**src/rtl/vector_pkg.sv**
```systemverilog
// vector_pkg: op/state encodings and draw-timeout length shared by the vector sequencer
package vector_pkg;
  typedef enum logic [1:0] {OP_MOVE, OP_LINE, OP_END, OP_NOP} op_e;
  typedef enum logic [2:0] {S_IDLE, S_FETCH, S_DECODE, S_ISSUE, S_WAIT_POS, S_WAIT_DRAW, S_FRAME_END} state_e;
  localparam int TIMEOUT_CYCLES = 1024;
endpackage

```
**src/rtl/vector_sequencer.sv**
```systemverilog
// vector_sequencer: walks an external vector list issuing pos/draw commands; VECTOR_SEQ_TIMEOUT_EN adds a draw timeout
module vector_sequencer
  import vector_pkg::*;
#(
  parameter int OUT_WIDTH  = 8,
  parameter int ADDR_WIDTH = 8,
  parameter int POS_WAIT   = 2
) (
  input  logic                     clk,
  input  logic                     rst,
  input  logic                     start,
  input  logic                     loop,
  output logic [ADDR_WIDTH-1:0]    rom_addr,
  input  logic [2*OUT_WIDTH+1:0]   rom_data,
  output logic                     pos,
  output logic                     draw,
  output logic [OUT_WIDTH-1:0]     x_start,
  output logic [OUT_WIDTH-1:0]     y_start,
  output logic [OUT_WIDTH-1:0]     x_end,
  output logic [OUT_WIDTH-1:0]     y_end,
  input  logic                     draw_done,
  output logic                     busy,
  output logic                     frame_done,
  output logic                     error
);
  state_e state, next;
  op_e op, rom_op;
  logic [31:0] cnt;
  logic last, timeout, pos_d, draw_d, adv_cur, adv, restart;
  assign rom_op = op_e'(rom_data[2*OUT_WIDTH+1 -: 2]);
  assign last = &rom_addr;
`ifdef VECTOR_SEQ_TIMEOUT_EN
  assign timeout = state == S_WAIT_DRAW && !draw_done && cnt == 32'(TIMEOUT_CYCLES - 1);
  always_ff @(posedge clk)
    if (rst) error <= 1'b0;
    else if (timeout) error <= 1'b1;
`else
  assign timeout = 1'b0;
  assign error = 1'b0;
`endif
  always_ff @(posedge clk) begin
    if (rst) begin
      state      <= S_IDLE;
      op         <= OP_MOVE;
      cnt        <= '0;
      rom_addr   <= '0;
      pos        <= 1'b0;
      draw       <= 1'b0;
      busy       <= 1'b0;
      frame_done <= 1'b0;
      x_start    <= '0;
      y_start    <= '0;
      x_end      <= '0;
      y_end      <= '0;
    end else begin
      state      <= next;
      cnt        <= next != state ? '0 : cnt + 32'd1;
      pos        <= pos_d;
      draw       <= draw_d;
      busy       <= next != S_IDLE;
      frame_done <= next == S_FRAME_END;
      if (state == S_DECODE) begin
        op    <= rom_op;
        x_end <= rom_data[2*OUT_WIDTH-1 -: OUT_WIDTH];
        y_end <= rom_data[OUT_WIDTH-1:0];
      end
      if (adv_cur) begin
        x_start <= x_end;
        y_start <= y_end;
      end
      // the last address ends the frame instead of wrapping to 0
      if (restart) rom_addr <= '0;
      else if (adv && !last) rom_addr <= rom_addr + ADDR_WIDTH'(1);
    end
  end
  always_comb begin
    next = state;
    case (state)
      S_IDLE:      next = start ? S_FETCH : S_IDLE;
      S_FETCH:     next = S_DECODE;
      S_DECODE:    next = rom_op == OP_END ? S_FRAME_END :
                          rom_op == OP_NOP ? (last ? S_FRAME_END : S_FETCH) : S_ISSUE;
      S_ISSUE:     next = op == OP_MOVE ? S_WAIT_POS : S_WAIT_DRAW;
      S_WAIT_POS:  next = cnt + 32'd1 >= 32'(POS_WAIT) ? (last ? S_FRAME_END : S_FETCH) : S_WAIT_POS;
      S_WAIT_DRAW: next = timeout ? S_FRAME_END : draw_done ? (last ? S_FRAME_END : S_FETCH) : S_WAIT_DRAW;
      S_FRAME_END: next = loop ? S_FETCH : S_IDLE;
      default:     next = S_IDLE;
    endcase
  end
  always_comb begin
    pos_d   = state == S_DECODE && rom_op == OP_MOVE;
    draw_d  = state == S_DECODE && rom_op == OP_LINE;
    adv_cur = (state == S_WAIT_POS && next != S_WAIT_POS) || (state == S_WAIT_DRAW && draw_done && !timeout);
    adv     = adv_cur || (state == S_DECODE && rom_op == OP_NOP);
    restart = (state == S_IDLE && start) || (state == S_FRAME_END && loop);
  end
endmodule
```
**config.mk**
```make
export PLATFORM = sky130hd
export DESIGN_NAME = vector_sequencer
export DESIGN_NICKNAME = d
export VERILOG_FILES = /design/src/rtl/vector_pkg.sv /design/src/rtl/vector_sequencer.sv
export SDC_FILE = /design/constraint.sdc
export NUM_CORES = 1
export LEC_CHECK = 0
export CAP_MARGIN = 20
export CORE_MARGIN = 2
export CORE_UTILIZATION = 30
export DETAILED_ROUTE_END_ITERATION = 8
export HOLD_SLACK_MARGIN = 0.1
export PLACE_DENSITY_LB_ADDON = 0.25
export RECOVER_POWER = 25
export SYNTH_ARGS = -nofsm -noshare
export SYNTH_HDL_FRONTEND = slang
export SYNTH_SLANG_ARGS = --single-unit
```
**constraint.sdc**
```tcl
create_clock -name clk -period 4.51 [get_ports clk]
set_input_delay 0.451 -clock clk [delete_from_list [all_inputs] [get_ports clk]]
set_output_delay 0.451 -clock clk [all_outputs]
set_load 0.05 [all_outputs]
```
==> results.yml <==
power_and_ir_drop:
  p_int_uw: 1350
  p_switching_uw: 796.0
  clkPwrFrac_pct: 32.9
  p_sw_share_pct: 37.09
  p_leak_uw: 0.001675
  sequentialPowerShare_pct: 37.7
  power_density_mw_per_mm2: 412.8
  p_comb_share_pct: 29.4
  ir_drop_mv: 0.1890
timing:
  setup_viol: 0
  period_needed_ps: 3284
  finalSetupTns_ps: 0
  rsz0062_at_grt: "no"
  maxSlewHeadroom_pct: 25.91
  hold_violations: 0
  fmax_mhz: 304.5
  post-route-period-util_pct: 72.82
  final_max_slew_viol_count: 0
  worst_pin_slew_ps: 1111
  layout_setup_ws_ps: 1226
  skew_ps: 10.25
global_route:
  grt-busiest-layer: "met2"
  antenna_found_initial: 0
  grt_pass1_vias: 3693
  grt_pass1_wl_microns: 18150
  grt_overflow: 0
  grt_usage_pct: 15.33
  use_met1_pct: 18.81
  met2_usage_pct: 25.91
  grt_max_degree: 45
  met3_usage_pct: 4.260
clock_tree:
  cts_tree: "done"
  clk_pin_slew_ps: 70
  root_buffer: "clkbuf_16"
  cts_resized: 0
  cts_sinks: 81
  clockBufferDepth: 2
  cts_hold_buf: 0
  numCtsBuffers: 9
  clock_latency_ps: 350
  htreeDepth: 3
  cts_setup_buffers: 0
place:
  dp_cells: 741
  place.detailed.hpwl_microns: 7647
  post-place-ws_ps: 1299
  placed_area_sq_mm: 0.004911
  place.gp.congestion: 0.9399
  port_buffers: 66
setup_path:
  critPathMaxFanout: 32
  path_delay_family: "simple AND/OR/NAND/NOR gates"
  start_kind: "register"
  endpoint_kind: "register"
  critPathKind: "reg -> reg"
  path_cells: "ha_1 -> and3_1 -> nand2_2 -> nor3_1 -> o22ai_1 -> nor4_2 -> and3_2 -> o2111ai_2 -> buf_4 -> a21oi_1"
  worstPathArrival_ps: 3560
  crit_path_top_delay_cell: "nor4_2"
  crit_buf_inv: 1
  required_ps: 4780
  max_stage_delay_ps: 480
cells_and_area:
  regArea_sq_mm: 0.001622
  final_layout_size_suffix_gt1_share_pct: 6.239
  final_cell_mix: "dfxtp_1 (81), nor2_1 (57), nand2_1 (57)"
  layout.filler_cells: 1424
  nNetsFinal: 598
  design_area_sq_mm: 0.005199
  areaGrowthSynthToFinish_pct: 25.11
  layout_commonest_cell: "dfxtp_1"
  fin_cells: 757
  antenna_cells: 0
  multi_input_area_sq_mm: 0.002359
routing:
  routedWlPerCell_microns: 14.14
  drc: 0
  via_count: 3941
  ant_nets: 0
  first_iter_violations: 429
  avgViaCountPerCell: 5.206
  routed_wl_microns: 10710
  drt-pass1-iter-count: 4
floorplan:
  initial_core_util_pct: 30.29
  fp.coreArea_sq_mm: 0.01372
  fp.dieW_microns: 121.7
  die_y_microns: 121.7
  rows: 43
  pin_count: 68
  fp.dieArea_sq_mm: 0.01481
synthesis:
  seq_area_frac_synth_pct: 39.02
  yosys_warnings: 0
  synth.avg_cell_area_sq_um: 7.900
  syn_nets: 552
  syn-instance-count: 526
  ys.flop_type: "dfxtp_1"
  synth_edf_count: 0
  yosysUniqueCellTypes: 61
  synth_seq_cells: 81
  async_reset_ff_share_pct: 0
  syn-cell-area_sq_mm: 0.004155
outcome:
  outcome: "completed"
run:
  cap_violations: 0
worst_hold_path:
  hp-class: "reg -> reg"
power groups by stage:
| stage | combinational (uW) | sequential, uW | clock (uW) |
|---|---|---|---|
| 5_1_grt | 692 | 818 | 762 |
| 2_1_floorplan | 361 | 895 | 0 |
| 4_1_cts | 632 | 809 | 731 |
| 3_5_place_dp | 630 | 825 | 0 |
| 6_report | 631 | 809 | 706 |
| 3_3_place_gp | 621 | 824 | 0 |
worst min-delay path, cell delays in order (launching register included):
cell,delay (ps)
dfxtp_1,320
nand2_1,50
a21oi_1,50
synth_stat cells, drive strengths merged, types with 14 or more instances:
library cell | n | share of area, %
nand3 | 50 | 6.3
o21ai | 26 | 3.1
nand2 | 58 | 5.3
a21oi | 52 | 6.3
buf | 16 | 2.3
xnor2 | 19 | 4.0
nor2 | 57 | 5.1
nand4 | 15 | 2.3
xor2 | 14 | 3.0
dfxtp | 81 | 39
clkbuf | 19 | 1.7
and3 | 14 | 2.2
flip-flops by register name (all words and copies together) (netlist names):
signal and flops:
cnt 32, rom_addr 8, x_end 8, x_start 8
y_end 8, y_start 8, state 3, op 2
busy 1, draw 1, frame_done 1, pos 1
through the flow:
| step | hold WS [ps] | total power, uW | utilization (%) |
|---|---|---|---|
| 2_1_floorplan | 436.3 | 1256 | - |
| 3_3_place_gp | 452.8 | 1445 | 35.80 |
| 4_1_cts | 474.7 | 2172 | 37.89 |
| 6_report | 473.9 | 2146 | 37.89 |
| 5_1_grt | 494.6 | 2272 | 37.89 |
| 3_5_place_dp | 465.4 | 1454 | 35.80 |
logic make-up after synthesis:
family | Yosys count | share of synthesized area, %
flip-flops | 81 | 39.02
XOR/XNOR | 33 | 6.956
AND/OR/NAND/NOR | 253 | 31.23
buffers and inverters | 39 | 4.366
adder cells (fa/ha/maj) | 3 | 0.9034
other | 1 | 0.09025
AO/OA/AOI/OAI | 114 | 16.92
multiplexers | 2 | 0.5119
final timing paths:
check / start / endpoint / slack [ps] / depth (start not counted)
hold reg to reg: op[1] / op[1] / 470 / 2
hold / removal: op[1] / op[1] / 470 / 2
setup reg to reg: cnt[0] / cnt[27] / 1230 / 10
setup / recovery: cnt[0] / cnt[27] / 1230 / 10
cell type report:
| cell class | count | area share (%) |
|---|---|---|
| sequential | 81 | 31.19 |
| clock buffer | 10 | 4.597 |
| inverter | 4 | 0.2888 |
| timing repair buffer | 70 | 13.29 |
| tap | 180 | 4.332 |
| clock inverter | 6 | 0.9386 |
| multi-input combinational | 406 | 45.37 |
metal layers:
layer | vias up | wire length [microns] | share of wire (%)
li1 | 1979 | - | -
met1 | 1857 | 4770 | 45
met2 | 87 | 5237 | 49
met3 | 18 | 507 | 4.7
met4 | 0 | 189 | 1.8
met5 | - | 0 | 0
Note: power is estimated with default switching activity, not from simulation.
